===== src/rtl/ser9_pkg.sv =====
// Shared types and constants for the 9-bit serial transmitter.
package ser9_pkg;

    localparam int WORD_W          = 9;
    localparam int FRAME_CORE_BITS = 11;

    typedef enum logic [2:0] {
        IDLE,
        START,
        DATA,
        PARITY,
        STOP
    } state_t;

endpackage


===== src/rtl/ser9_tick.sv =====
// Bit-period timer: tick is high on the last clock of each DIV-clock bit slot.
module ser9_tick #(
    parameter int DIV = 4
) (
    input  logic clk,
    input  logic rst_n,
    input  logic run,
    input  logic restart,
    output logic tick
);

    localparam int CW = $clog2(DIV + 1);

    logic [CW-1:0] cnt;

    // With DIV=1 the terminal count is 0, so tick asserts on every running clock.
    assign tick = run && (cnt == CW'(DIV - 1));

    always_ff @(posedge clk or negedge rst_n) begin
        if (!rst_n) begin
            cnt <= '0;
        end else if (restart || !run || tick) begin
            cnt <= '0;
        end else begin
            cnt <= cnt + CW'(1);
        end
    end

endmodule


===== src/rtl/ser9_tx.sv =====
// 9-bit serial transmitter: start, 9 data bits LSB first, even parity, 1-2 stop bits,
// with per-word repeat count.
module ser9_tx
    import ser9_pkg::*;
#(
    parameter int DIV       = 4,
    parameter int STOP_BITS = 1
) (
    input  logic        clk,
    input  logic        rst_n,
    input  logic        in_valid,
    output logic        in_ready,
    input  logic [8:0]  in_data,
    input  logic [3:0]  in_rep,
    output logic        sout,
    output logic        busy,
    output logic        done
);

    state_t              state;
    logic [WORD_W-1:0]   hold_reg;
    logic [WORD_W-1:0]   shift_reg;
    logic [3:0]          rep_cnt;
    logic [3:0]          bit_cnt;
    logic                stop_cnt;
    logic                tick;
    logic                take;
    logic                last_stop;
    logic                reload;

    assign in_ready  = (state == IDLE);
    assign take      = in_valid && in_ready;
    assign last_stop = (STOP_BITS == 1) ? 1'b1 : stop_cnt;
    assign reload    = (state == STOP) && tick && last_stop && (rep_cnt != '0);

    ser9_tick #(.DIV(DIV)) u_tick (
        .clk     (clk),
        .rst_n   (rst_n),
        .run     (state != IDLE),
        .restart (take || reload),
        .tick    (tick)
    );

    always_ff @(posedge clk or negedge rst_n) begin
        if (!rst_n) begin
            state     <= IDLE;
            hold_reg  <= '0;
            shift_reg <= '0;
            rep_cnt   <= '0;
            bit_cnt   <= '0;
            stop_cnt  <= 1'b0;
            sout      <= 1'b1;
            busy      <= 1'b0;
            done      <= 1'b0;
        end else begin
            done <= 1'b0;
            case (state)
                IDLE: begin
                    if (in_valid) begin
                        hold_reg  <= in_data;
                        shift_reg <= in_data;
                        rep_cnt   <= in_rep;
                        bit_cnt   <= '0;
                        stop_cnt  <= 1'b0;
                        sout      <= 1'b0;
                        busy      <= 1'b1;
                        state     <= START;
                    end
                end
                START: begin
                    if (tick) begin
                        sout      <= shift_reg[0];
                        shift_reg <= shift_reg >> 1;
                        state     <= DATA;
                    end
                end
                DATA: begin
                    if (tick) begin
                        if (bit_cnt == 4'(WORD_W - 1)) begin
                            bit_cnt <= '0;
                            sout    <= ^hold_reg;
                            state   <= PARITY;
                        end else begin
                            bit_cnt   <= bit_cnt + 4'd1;
                            sout      <= shift_reg[0];
                            shift_reg <= shift_reg >> 1;
                        end
                    end
                end
                PARITY: begin
                    if (tick) begin
                        sout     <= 1'b1;
                        stop_cnt <= 1'b0;
                        state    <= STOP;
                    end
                end
                STOP: begin
                    if (tick) begin
                        if (!last_stop) begin
                            stop_cnt <= 1'b1;
                        end else if (rep_cnt != '0) begin
                            // Repeat: reload from the held copy and start the next frame with no gap.
                            rep_cnt   <= rep_cnt - 4'd1;
                            shift_reg <= hold_reg;
                            stop_cnt  <= 1'b0;
                            sout      <= 1'b0;
                            state     <= START;
                        end else begin
                            busy  <= 1'b0;
                            done  <= 1'b1;
                            state <= IDLE;
                        end
                    end
                end
                default: state <= IDLE;
            endcase
        end
    end

endmodule

===== config.mk =====
export PLATFORM = sky130hd
export DESIGN_NAME = ser9_tx
export DESIGN_NICKNAME = d
export VERILOG_FILES = /design/src/rtl/ser9_pkg.sv /design/src/rtl/ser9_tick.sv /design/src/rtl/ser9_tx.sv
export SDC_FILE = /design/constraint.sdc
export NUM_CORES = 1
export LEC_CHECK = 0
export CAP_MARGIN = 20
export CORE_MARGIN = 10
export CORE_UTILIZATION = 55
export DETAILED_ROUTE_END_ITERATION = 7
export PLACE_DENSITY = 0.77
export REMOVE_ABC_BUFFERS = 1
export SYNTH_ARGS = -nofsm -noshare
export SYNTH_HDL_FRONTEND = slang
export SYNTH_SLANG_ARGS = --single-unit

===== constraint.sdc =====
create_clock -name clk -period 3.74 [get_ports clk]
set_input_delay 0.748 -clock clk [delete_from_list [all_inputs] [get_ports clk]]
set_output_delay 0.748 -clock clk [all_outputs]
set_load 0.05 [all_outputs]

==> results <==
- The hold violation count in the final report is 0.
- STA puts the critical path data required time at roughly 3 ns.
- The mapped netlist covers 2130 sq um.
- The first TritonRoute pass finished after 4 iterations.
- In this run switching power makes up between 30% and 40% of total power.
- The largest fanout on the critical path is 17.
- The kind of end point of the critical path is an output port.
- Derived from the worst setup path, the maximum achievable clock frequency is 332 MHz.
- The synthesized netlist devotes 17.4% of its cell area to compound gates.
- For this run, the number of Yosys warnings is 0.
- After Yosys synthesis, and, or, nand and nor cells account for 13.7% of the synthesized area.
- The die footprint is 6760 sq um.
- Once detail routing completed, the nets flagged for antenna violations numbered 0.
- Of the synthesized area, sequential elements account for 41.2%.
- The number of filler cells placed in the layout is slightly above 300.
- Measured along the y axis, the die boundary spans 82.2 um.
- The total wire length is 4790 um.
- The library cell used most frequently in the layout, excluding fill and tap cells, is dfrtp_1.
- Clock latency on the worst-skew pair, taken at its later pin, is 0.30 ns.
- The TritonCTS clock tree is built.
- The number of antenna violations at the first check in global routing is 0.
- The initial standard-cell utilization of the core is 57.3%.
- The post-CTS setup buffer count is 0.
- From synthesis to final layout, the design area changed by 15.7%.
- For this design, the slowest cell found on the critical path is clkdlybuf4s50_1.
- The min-delay analysis places its worst path in the category flop to flop.
- For the pin with the worst max-slew slack, the measured transition is 0.786 ns.
- The die span in x is 82.2 um.
- In this run, the number of DRC markers left after iteration 0 of detailed routing was 147.
- Summed over all nets, the half-perimeter wirelength after detailed placement is 3410 um.
- The worst-case IR drop observed on VDD is between 400 and 500 uV.
- Counting distinct cell types in the post-synthesis netlist gives 46.
- The worst pin sits at a relative slew slack of 47.4%.
- The first global-routing pass estimated 7970 um of wire.
- Power spread over the standard cell area amounts to 885 nW/um^2.
- The final critical-path required period is 3.02 ns.
- Buffers placed on the I/O ports in this run total 19.
- The switching power of the nets is 0.000857 W.
- The CTS buffer count is 5.
- The number of placement rows is 22.
- The top cell family by delay on the critical path is buffers and inverters.
- The count of boundary I/O pins is 20.
- For this run, design rule violations remaining after detail routing come to 0.
- Entering global routing, the biggest net connects 27 pins.
- The accumulated negative setup slack is 0 ns.
- In the layout the commonest cells are dfrtp_1, mux2_2, o21ai_0, clkdlybuf4s50_1, a22oi_1.
- For this design the static power due to leakage is 1.04 nW.
- After synthesis, the largest family of logic cells by area is compound AO/OA/AOI/OAI gates.
- The logic gate share of total power is 51.3%.
- The number of register bits inferred by synthesis is 35.
- In this run, placement finished with an instance count of 263.
- The count of inserted antenna diode cells is 0.
- Counting both buffers and inverters, the worst setup path holds a total of 1.
- The number of nets in the final layout is 244.
- The number of max-capacitance violations reported is 0.
- The average instance in the mapped netlist occupies 10.5 sq um.
- The vias per cell is 6.15.
- In this design, the stage delay of the slowest critical-path cell is 0.90 ns.
- Once layout is complete, the cells apart from fillers number roughly 270.
- The depth of the CTS H-tree is 2.
- Walking the worst path, the cells encountered are nor3_1 > clkdlybuf4s50_1.
- The detailed-route via count is 1668.
- Summing internal, switching and leakage power gives 0.00218 W.
- After clock tree synthesis, the clock-pin slew on the worst setup and hold paths is 0.08 ns.
- The share of cell area taken by muxes after synthesis is 15.7%.
- In the global route stage, overall resource usage came out at 15.0%.
- After floorplanning, the core was sized to cover 3720 sq um.
- The cell-internal power is 0.00132 W.
- The worst setup path is of the flop to output port kind.
- The number of cells upsized or downsized after cts is 0.
- For this run the aggregate overflow at the end of global routing stands at 0.
- The worst setup path is launched from a flop.
- The final critical path takes up 80.7% of the cycle.
- Synthesis produced a netlist whose cell count is 203.
- The synthesized-area fraction occupied by adder cells is 4.05%.
- The final RePlAce weighted congestion is 0.833.
- The number of buffers inserted for hold repair after clock tree synthesis is 0.
- For the worst setup path, the data arrival time is 2.27 ns.
- The via count of the first global-routing pass came to 1679.
- The fraction of synthesized cell area in xor and xnor cells is 3.82%.
- The detail-routed net length per standard cell is 17.7 um.
- Setup repair after global routing left no endpoint under its margin.
- The relative contribution of sequential cells to total power is 32.2%.
- In this run the clock root is driven by a clkbuf_8.
- The number of buffers between clock root and the deepest sink is 2.
- The max-slew violation count is 0.
- The fraction of final layout cells sized beyond drive strength 1 is 21.1%.
- The final-layout worst hold slack is 0.455 ns.
- The flow ran to the end, and the final reports show no timing, DRC or antenna violations.
- The clock skew is between 0.01 and 0.015 ns.
- Setup violations remaining at the end of the flow were counted as 0.
- The number of sinks on the clock net is 35.
- The portion of total power attributed to the clock network is between 15 and 20%.
==> synth_stat cells (all sizes together) <==
cell,n,area [sq um]
o21ai,21,109
clkinv,1,3.75
nand2,13,48.8
a21oi,5,25.0
ha,6,75.1
o21a,1,7.51
and3,1,6.26
xor2,2,17.5
nor2,6,27.5
a32oi,1,8.76
nand3b,1,7.51
a31oi,1,6.26
or3,2,12.5
maj3,1,11.3
o2bb2ai,1,8.76
o21bai,3,22.5
nor2b,2,12.5
dfrtp,34,851
nor3b,5,37.5
mux2,27,304
xnor3,1,22.5
o22ai,2,12.5
dfstp,1,26.3
and3b,1,8.76
o2111ai,2,35.0
nand2b,3,18.8
clkbuf,4,15.0
or3b,2,17.5
a22o,1,8.76
and4,1,8.76
or2,2,15.0
and4b,1,10.0
a22oi,17,128
nor3,6,30.0
buf,7,47.5
nand3,6,30.0
inv,6,22.5
xnor2,2,17.5
xor3,1,23.8
mux2i,3,30.0
==> metrics by stage <==
| stage | util [%] | setup WS (ns) | instance area [sq um] |
|---|---|---|---|
| 2_1_floorplan | - | 1.05 | 2070 |
| 3_3_place_gp | 63.2 | 1.09 | 2350 |
| 3_5_place_dp | 63.2 | 1.05 | 2350 |
| 4_1_cts | 66.4 | 0.699 | 2470 |
| 5_1_grt | 66.4 | 0.586 | 2470 |
| 6_report | 66.4 | 0.723 | 2470 |
==> per-layer routing <==
layer,GRT usage (%),wire length (um),up-vias
met5,0,0,-
met4,5.61,65,0
met3,4.54,267,8
met2,24.7,2410,31
met1,18.0,2050,837
li1,-,-,792
==> cells by family after synthesis <==
| logic type | after synthesis |
|---|---|
| AOI/OAI and AO/OA | 55 |
| muxes | 30 |
| adders and majority gates | 7 |
| xor gates and xnor gates | 6 |
| DFF | 35 |
| buffers and inverters | 18 |
| and+or+nand+nor | 52 |
==> worst paths after layout <==
| check | startpoint | cells past startpoint | slack, ns | end |
|---|---|---|---|---|
| worst min-delay path | u_tick.cnt[0] | 1 | 0.45 | u_tick.cnt[0] |
| worst max register to register | rep_cnt[0] | 6 | 1.65 | shift_reg[8] |
| min in group asynchronous | rst_n | 1 | 0.90 | shift_reg[3] |
| worst max-delay path | state[0] | 2 | 0.72 | in_ready |
| worst min register to register | u_tick.cnt[0] | 1 | 0.45 | u_tick.cnt[0] |
| max in group asynchronous | rst_n | 2 | 2.07 | shift_reg[7] |
==> layout make-up <==
| class | count | area (sq um) | share of cell area [%] |
|---|---|---|---|
| inverter | 7 | 26.3 | 1.07 |
| sequential | 35 | 877 | 35.6 |
| tap | 48 | 60.1 | 2.44 |
| multi-input combinational | 150 | 1160 | 47.2 |
| clock buffer | 6 | 82.6 | 3.35 |
| clock inverter | 2 | 35.0 | 1.42 |
| timing repair buffer | 23 | 220 | 8.93 |
==> power groups by stage <==
| stage | Sequential [W] | Combinational [W] | Clock [W] |
|---|---|---|---|
| 2_1_floorplan | 0.000725 | 0.000806 | 0 |
| 4_1_cts | 0.000699 | 0.00112 | 0.000363 |
| 5_1_grt | 0.000721 | 0.00122 | 0.000382 |
| 3_5_place_dp | 0.000705 | 0.00112 | 0 |
| 6_report | 0.000703 | 0.00112 | 0.000361 |
| 3_3_place_gp | 0.000689 | 0.00107 | 0 |
No activity file was read; power rests on OpenSTA's default activity.
